**src/rtl/zbus_ports.sv**
```systemverilog
// zbus_ports: Z80 I/O port window bridged to a req/ack backend.
// Ports: fclk/rst, Z80 bus (za, zd_in, zd_out, zd_oe, strobes,
//   ziorqge, zwait_n), backend (req*, ack, ack_rdata), err.
module zbus_ports #(
  parameter logic [7:0] BASE_ADDR = 8'hAB,
  parameter int         ADDR_W    = 2,
  parameter int         SYNC      = 2,
  parameter int         TIMEOUT   = 255
) (
  input  logic              fclk,
  input  logic              rst,
  input  logic [15:0]       za,
  input  logic [7:0]        zd_in,
  output logic [7:0]        zd_out,
  output logic              zd_oe,
  input  logic              ziorq_n,
  input  logic              zrd_n,
  input  logic              zwr_n,
  output logic              ziorqge,
  output logic              zwait_n,
  output logic              req,
  output logic              req_wr,
  output logic [ADDR_W-1:0] req_addr,
  output logic [7:0]        req_wdata,
  input  logic              ack,
  input  logic [7:0]        ack_rdata,
  output logic              err
);

  typedef enum logic [1:0] {
    S_IDLE,
    S_REQ,
    S_DONE
  } state_e;

  localparam logic [7:0] TO_LAST = 8'(TIMEOUT - 1);

  state_e state_q, state_d;

  logic [SYNC-1:0] iorq_sync_q, iorq_sync_d;
  logic [SYNC-1:0] rd_sync_q, rd_sync_d;
  logic [SYNC-1:0] wr_sync_q, wr_sync_d;

  logic              req_wr_q, req_wr_d;
  logic [ADDR_W-1:0] req_addr_q, req_addr_d;
  logic [7:0]        req_wdata_q, req_wdata_d;
  logic [7:0]        zd_out_q, zd_out_d;
  logic              err_q, err_d;
  logic [7:0]        cnt_q, cnt_d;

  logic iorq_s, rd_s, wr_s;
  logic hit, raw_hit;
  logic unused_za;

  // Upper port-select bits beyond ADDR_W are don't-care.
  assign unused_za = ^za[14:8];

  assign iorq_s = iorq_sync_q[SYNC-1];
  assign rd_s   = rd_sync_q[SYNC-1];
  assign wr_s   = wr_sync_q[SYNC-1];

  assign ziorqge = (za[7:0] == BASE_ADDR);
  assign hit     = ziorqge && za[15];
  assign raw_hit = hit && !ziorq_n && (!zrd_n || !zwr_n);

  always_comb begin
    iorq_sync_d = {iorq_sync_q[SYNC-2:0], ziorq_n};
    rd_sync_d   = {rd_sync_q[SYNC-2:0], zrd_n};
    wr_sync_d   = {wr_sync_q[SYNC-2:0], zwr_n};
  end

  always_comb begin
    state_d     = state_q;
    req_wr_d    = req_wr_q;
    req_addr_d  = req_addr_q;
    req_wdata_d = req_wdata_q;
    zd_out_d    = zd_out_q;
    err_d       = 1'b0;
    cnt_d       = cnt_q;
    unique case (state_q)
      S_IDLE: begin
        if (!iorq_s && (!rd_s || !wr_s) && hit) begin
          state_d     = S_REQ;
          // Write wins if both strobes are seen low.
          req_wr_d    = !wr_s;
          req_addr_d  = za[8 +: ADDR_W];
          req_wdata_d = zd_in;
          cnt_d       = 8'd0;
        end
      end
      S_REQ: begin
        if (ack) begin
          state_d = S_DONE;
          if (!req_wr_q) zd_out_d = ack_rdata;
        end else begin
          cnt_d = cnt_q + 8'd1;
          if (cnt_q == TO_LAST) begin
            state_d = S_DONE;
            err_d   = 1'b1;
            if (!req_wr_q) zd_out_d = 8'hFF;
          end
        end
      end
      S_DONE: begin
        if (iorq_s) state_d = S_IDLE;
      end
      default: state_d = S_IDLE;
    endcase
  end

  always_ff @(posedge fclk or posedge rst) begin
    if (rst) begin
      state_q     <= S_IDLE;
      iorq_sync_q <= '1;
      rd_sync_q   <= '1;
      wr_sync_q   <= '1;
      req_wr_q    <= 1'b0;
      req_addr_q  <= '0;
      req_wdata_q <= 8'h00;
      zd_out_q    <= 8'hFF;
      err_q       <= 1'b0;
      cnt_q       <= 8'd0;
    end else begin
      state_q     <= state_d;
      iorq_sync_q <= iorq_sync_d;
      rd_sync_q   <= rd_sync_d;
      wr_sync_q   <= wr_sync_d;
      req_wr_q    <= req_wr_d;
      req_addr_q  <= req_addr_d;
      req_wdata_q <= req_wdata_d;
      zd_out_q    <= zd_out_d;
      err_q       <= err_d;
      cnt_q       <= cnt_d;
    end
  end

  assign req       = (state_q == S_REQ);
  assign req_wr    = req_wr_q;
  assign req_addr  = req_addr_q;
  assign req_wdata = req_wdata_q;
  assign zd_out    = zd_out_q;
  assign err       = err_q;

  // WAIT goes low straight from the raw strobes so the Z80
  // is held before the synchronisers catch up.
  assign zwait_n = !((raw_hit && state_q == S_IDLE) ||
                     state_q == S_REQ);

  assign zd_oe = !ziorq_n && !zrd_n && hit &&
                 (state_q == S_DONE);

endmodule
```
**config.mk**
```make
export PLATFORM = sky130hd
export DESIGN_NAME = zbus_ports
export DESIGN_NICKNAME = d
export VERILOG_FILES = /design/src/rtl/zbus_ports.sv
export SDC_FILE = /design/constraint.sdc
export NUM_CORES = 1
export LEC_CHECK = 0
export ABC_AREA = 1
export BUFFER_PORTS_ARGS = -buffer_cell sky130_fd_sc_hd__buf_2
export CORE_AREA = 2 2 75 77
export CTS_CLUSTER_DIAMETER = 150
export DETAILED_ROUTE_END_ITERATION = 8
export DIE_AREA = 0 0 77 79
export PLACE_DENSITY_LB_ADDON = 0.08
export SETUP_SLACK_MARGIN = 0.5
export SYNTH_ARGS = -nofsm -noshare
export SYNTH_HDL_FRONTEND = slang
export SYNTH_SLANG_ARGS = --single-unit
```
**constraint.sdc**
```tcl
create_clock -name fclk -period 1.2 [get_ports fclk]
set_input_delay 0 -clock fclk [delete_from_list [all_inputs] [get_ports fclk]]
set_output_delay 0 -clock fclk [all_outputs]
set_load 0.03 [all_outputs]
```
==> impl_metrics.ini, run 1 <==
[global_route]
grt_antenna_before_repair = 0
grt.overflow.total = 0
grt_max_degree = 18
grt_pass1_wl_um = 7596
grt_usage = 0.1591
grt_pass1_vias = 1674

[routing]
wl_um = 4404
viasPerCell = 4.207
firstDrtPassIters = 3
drcViolationCount = 0
wl_per_cell_um = 11.23
drt_iter0_markers = 36
ant_nets = 0
vias = 1649

[synth]
seq_area_frac_synth = 0.5154
ys_types = 27
synth-seq-cells = 36
ys_warn_count = 0
syn_area_per_cell_um2 = 8.953
synth_area_um2 = 1782
synth.net_count = 239
synthCells = 199

[clock_tree]
clockBufferDepth = 2
insertion_delay_ns = 0.29
numCtsBuffers = 5
clkTransAtPathRegs_ns = 0.07
cts_tree = yes
cts.htree.levels = 2
ctsHoldBuffers = 21
cts_root_buf = clkbuf_8
cts.sinks = 36

[placed_design]
placed_cell_area_um2 = 2347
dp_hpwl_um = 2924
finalWeightedCongestion = 0.7254
io_buffers = 56
dpl.cell_count = 347
place_ws_ns = -0.1826

[power_and_ir_drop]
combPwrFrac = 0.124
p_clk_frac = 0.352
p_int_mw = 1.831
leakage_nw = 1.564
power_switching_mw = 0.6032
pwr-share-seq = 0.523
power_density_nw_per_um2 = 785.4
peakVddDrop_mv = 0.6369
power_switching_share = 0.2478
finalPower_mw = 2.434

[worst_setup_path]
worstPathArrival_ns = 1.33
cp_slowest_cell = dfrtp_2
cp-start-kind = flop
crit_path_max_fanout = 4
path_class = reg -> out
path_cells = buf_6 > nand2_4 > buf_6 > nor3_4 > buf_6
cp_data_required_time_ns = 1.20
crit_path_max_incr_delay_ns = 0.47
crit_top_cell = buf_6
crit_path_end_kind = output port

[min_path]
hp-class = in -> async

[timing]
drv_slew = 0
period_share = 1.105
period_minus_slack_ns = 1.326
slew_headroom = 0.7526
hold_viol = 17
worst_pin_slew_ns = 0.3703
worst_slack_ns = -0.1261
setup_viol_count_final = 30
finClkSkew_ns = 0.004949
rsz0062_at_grt = true
fmax_mhz = 754.1
whs_ns = -0.3135

[final_layout]
diodes = 0
area_growth_pct = 73.95
final_util = 0.5806
final_area_um2 = 3099
drive_gt1_frac = 0.5406
layout.nets = 359
fin_cells = 392

[status]
status = finished, violations left
violations = hold timing, setup timing

[floorplan]
die_area_um2 = 6083
top_level_ports = 62
initial_core_util = 0.3338
core-area_um2 = 5338
std_cell_rows = 27
fp.dieW_um = 77
dieHeight_um = 79

[job]
cap_violations = 0
## metal layers
metal	global-route usage	wire [µm]	part of all wire
met2	0.2807	2252	0.51
met4	0.04821	63	0.014
met5	0	0	0
met1	0.1925	1921	0.44
met3	0.03977	166	0.038
## kinds of logic (layout without fill, tap and decap cells)
logic type                 Yosys count  count (layout)  synth area share
AOI/OAI and AO/OA                   12              12           0.05197
buffers and inverters               20             140           0.06039
and+or+nand+nor                    127             128            0.3483
adders and majority gates            2               2           0.01404
xor gates and xnor gates             2               2          0.009833
DFF                                 36              36            0.5154
## worst paths after layout
| check | from | to | slack, ns | cells past startpoint |
|---|---|---|---|---|
| setup reg to reg | cnt_q[0] | zd_out[3] | -0.10 | 8 |
| hold / removal | rst | req_addr[1] | -0.31 | 2 |
| max in group asynchronous | rst | zd_out[0] | 1.00 | 3 |
| hold reg to reg | iorq_sync_q[0] | iorq_sync_q[1] | 0.36 | 0 |
| setup / recovery | state_q[1] | zd_oe | -0.13 | 5 |
| min in group fclk | ack | cnt_q[5] | 0.05 | 4 |
## registers in the layout, summed over array words and instances (netlist names), 2 cells and up
register	flops
req_addr	2
zd_out	8
state_q	2
rd_sync_q	2
iorq_sync_q	2
req_wdata	8
wr_sync_q	2
cnt_q	8
## Yosys cell counts
cell | number | area [µm²]
buf_6 | 2 | 22.52
xnor2_1 | 1 | 8.760
inv_2 | 4 | 15.01
a21oi_1 | 2 | 10.01
o21bai_1 | 1 | 7.510
nor2_2 | 2 | 12.51
nor2_8 | 1 | 20.02
nand2_4 | 3 | 33.78
nand2_1 | 69 | 259.0
o21ai_2 | 8 | 70.07
nor2_4 | 3 | 33.78
nand4_1 | 2 | 12.51
nand4_4 | 1 | 21.27
buf_4 | 1 | 7.510
o21ai_0 | 1 | 5.000
nor3_1 | 1 | 5.000
nor2_1 | 22 | 82.58
bufinv_8 | 1 | 17.52
nand3_1 | 14 | 70.07
or2_2 | 4 | 25.02
nand3b_4 | 1 | 20.02
dfstp_2 | 14 | 367.9
inv_1 | 12 | 45.04
xor2_1 | 1 | 8.760
dfrtp_1 | 22 | 550.5
nand2_2 | 4 | 25.02
ha_1 | 2 | 25.02
## worst max-delay path: cells and delay by family, from the launching register on
kind	cells	cell delay (ns)
buffers and inverters	3	0.39
DFF	1	0.47
and+or+nand+nor	2	0.17
## power groups by stage
stage          registers, mW  logic (mW)  clock network, mW
2_1_floorplan           1.32      0.0800                  0
3_3_place_gp            1.29       0.212                  0
3_5_place_dp            1.29       0.214                  0
4_1_cts                 1.27       0.299              0.891
5_1_grt                 1.28       0.332              0.943
6_report                1.27       0.303              0.857
## final cells by class
cell class | instances | area (µm²)
Clock buffer | 7 | 76.32
Clock inverter | 1 | 8.758
Fill cell | 490 | 2238
Inverter | 17 | 96.34
Multi-Input combinational cell | 144 | 927.1
Sequential cell | 36 | 922.1
Tap cell | 72 | 90.09
Timing Repair Buffer | 115 | 978.4
## cell usage in the layout, fill, tap and decap left out, drive strengths merged, types with 2 or more instances in the layout
| cell type | synthesis | final |
|---|---|---|
| buf | 3 | 94 |
| nand3b | 1 | 2 |
| nor2 | 28 | 28 |
| inv | 16 | 15 |
| clkbuf | 0 | 7 |
| dfstp | 14 | 14 |
| ha | 2 | 2 |
| nand2 | 76 | 76 |
| dlygate4sd3 | 0 | 21 |
| nand3 | 14 | 14 |
| nand4 | 3 | 3 |
| or2 | 4 | 4 |
| dfrtp | 22 | 22 |
| a21oi | 2 | 2 |
| o21ai | 9 | 9 |
## what timing repair did
item	4_1_cts	5_1_grt
buffers inserted	12	3
endpoints found under the hold margin	36	15
gates resized for setup	78	8
gates cloned	1	0
pin swaps	11	14
endpoints found under the setup margin	53	53
## metrics by stage
step                setup TNS, ns  hold WS, ns
global route               -4.694      -0.2957
detailed placement         -1.624     0.008347
CTS                        -2.918      -0.3090
floorplan                  -1.052     -0.05182
finish                     -2.198      -0.3135
global placement           -1.415      0.01247
(Power assumes the default switching activity.)
==> run 2: changes to the inputs <==
Settings changed: ABC_AREA 1 to unset, CORE_AREA 2 2 75 77 to 2 2 69 71, DIE_AREA 0 0 77 79 to 0 0 71 73, REMOVE_ABC_BUFFERS set to 1.
Clock period 1.2 ns to 1.63 ns, I/O delays scaled along.
==> impl_metrics.ini, run 2 <==
[synth]
synth_area_um2 = 1518
synth-adder-area-share = 0.01649
seq_area_frac_synth = 0.6051
synth_compound_area_frac = 0.1063
synth_area_leaders = dfrtp_1, dfstp_2, mux2_2, o22a_1, nand2_1
synth.most_common_cell = dfrtp_1
yosys.area_share.simple = 0.1344
ys_warn_count = 0
synthFlopType = dfrtp_1
synthArstFlopShare = 1.000
synth_top_area_cell = dfrtp_1
synth-edff-count = 0
synth_top_family_by_area = simple AND/OR/NAND/NOR gates
syn_area_per_cell_um2 = 12.86
synth_common_cells = dfrtp_1, dfstp_2, nand2_1, mux2_2, o22a_1
ys_types = 34
synthCells = 118
synth_xor_area_frac = 0.01154
synth-seq-cells = 36
synthMuxAreaShare = 0.09893
synth_top_area_frac = 0.3627

[job]
cap_violations = 0

[routing]
firstDrtPassIters = 3
ant_nets = 0
vias = 1315
drt_iter0_markers = 50
viasPerCell = 4.713
wl_per_cell_um = 12.70
drcViolationCount = 0
wl_um = 3544

[timing]
whs_ns = 0.1653
worst_pin_slew_ns = 0.2262
fmax_mhz = 568.8
finClkSkew_ns = 0.006115
slew_headroom = 0.8487
rsz0062_at_grt = true
setup_viol_count_final = 13
worst_slack_ns = -0.1280
hold_viol = 0
period_minus_slack_ns = 1.758
period_share = 1.079
final.setup.tns_ns = -1.229
drv_slew = 0

[floorplan]
std_cell_rows = 25
fp.dieW_um = 71
die_area_um2 = 5183
top_level_ports = 62
dieHeight_um = 73
core-area_um2 = 4536
initial_core_util = 0.3346

[min_path]
hp-class = in -> reg
hold-path-cell-count = 3
worst_hold_path.endpoint = state_q[1]
min-delay-start = ack

[worst_setup_path]
crit_start = rd_sync_q[1]
cp_data_required_time_ns = 1.80
crit_path_end_kind = flop
r2r_end = req_wdata[1]
ff2ff_setup_slack_ns = -0.13
rr_worst_depth = 4
crit_path_max_fanout = 10
path_class = reg -> reg
timing.rr.start = rd_sync_q[1]
worstPathArrival_ns = 1.93
cp-start-kind = flop

[clock_tree]
insertion_delay_ns = 0.28
numCtsBuffers = 5
cts.sinks = 36
cts_root_buf = clkbuf_8
cts.htree.levels = 2
clkTransAtPathRegs_ns = 0.07
clockBufferDepth = 2
cts_tree = yes

[global_route]
grt_antenna_before_repair = 0
grt.overflow.total = 0
grt_max_degree = 37
grt_pass1_vias = 1405
grt_pass1_wl_um = 6113
grt_usage = 0.1519

[final_layout]
final_cell_mix = buf_2, dfrtp_1, dlygate4sd3_1, dfstp_2, buf_4
nFillCells = 413
layout.nets = 264
final_area_um2 = 2465
area_growth_pct = 62.41
drive_gt1_frac = 0.5556
fin_cells = 279
final_common_cell = buf_2
final_util = 0.5434
diodes = 0

[placed_design]
place_ws_ns = -0.1844
io_buffers = 56
dpl.cell_count = 243
placed_cell_area_um2 = 1979
dp_hpwl_um = 2540
finalWeightedCongestion = 0.7433

[status]
status = finished, violations left
violations = setup timing

[power_and_ir_drop]
finalPower_mw = 1.811
peakVddDrop_mv = 0.4842
leakage_nw = 1.233
power_density_nw_per_um2 = 734.6
run 2: per-layer routing:
layer / vias up / GRT usage / wire length, µm / part of all wire
met2: 38 / 0.2804 / 1873 / 0.53
met4: 0 / 0.04403 / 51 / 0.014
met5: - / 0 / 0 / 0
li1: 637 / - / - / -
met3: 5 / 0.04696 / 178 / 0.050
met1: 635 / 0.1683 / 1440 / 0.41
run 2: how the worst max path moves through the flow:
| stage | cells past startpoint | slack [ns] | end |
|---|---|---|---|
| global placement | 4 | -0.16 | req_wdata[1] |
| finish | 4 | -0.13 | req_wdata[1] |
| detailed placement | 4 | -0.18 | req_wdata[1] |
| CTS | 4 | -0.13 | req_wdata[1] |
| floorplan | 4 | -0.37 | cnt_q[3] |
| global route | 4 | -0.17 | req_wdata[1] |
run 2: logic make-up after synthesis:
| family | after synthesis |
|---|---|
| buffers and inverters | 6 |
| flip-flops | 36 |
| AO/OA/AOI/OAI | 21 |
| AND/OR/NAND/NOR | 38 |
| multiplexers | 13 |
| XOR/XNOR | 2 |
| adder cells (fa/ha/maj) | 2 |
run 2: power breakdown:
part	switching (mW)	internal [mW]	leakage [nW]
logic	0.101	0.116	0.738
clock network	0.306	0.337	0.0510
registers	0.0149	0.936	0.445
total	0.422	1.39	1.23
run 2: final cells by class:
class	instances	area (µm²)	share of cell area
inverter	4	15.01	0.006091
clock buffer	6	82.58	0.03350
tap	54	67.56	0.02741
sequential	36	918.4	0.3726
multi-input combinational	76	636.9	0.2584
clock inverter	2	10.01	0.004061
timing repair buffer	101	734.5	0.2980
run 2: what timing repair did:
action	CTS	global route
pin swaps	10	1
gates cloned	0	0
hold buffers	22	0
buffers inserted	6	0
setup endpoints to repair	33	32
hold endpoints to repair	57	0
gates resized for setup	29	3
run 2: critical path, cell delays in order (launching register included):
cell	delay (ns)
dfstp_2	0.36
a2111o_1	0.39
or4_4	0.44
buf_6	0.17
mux2_4	0.29
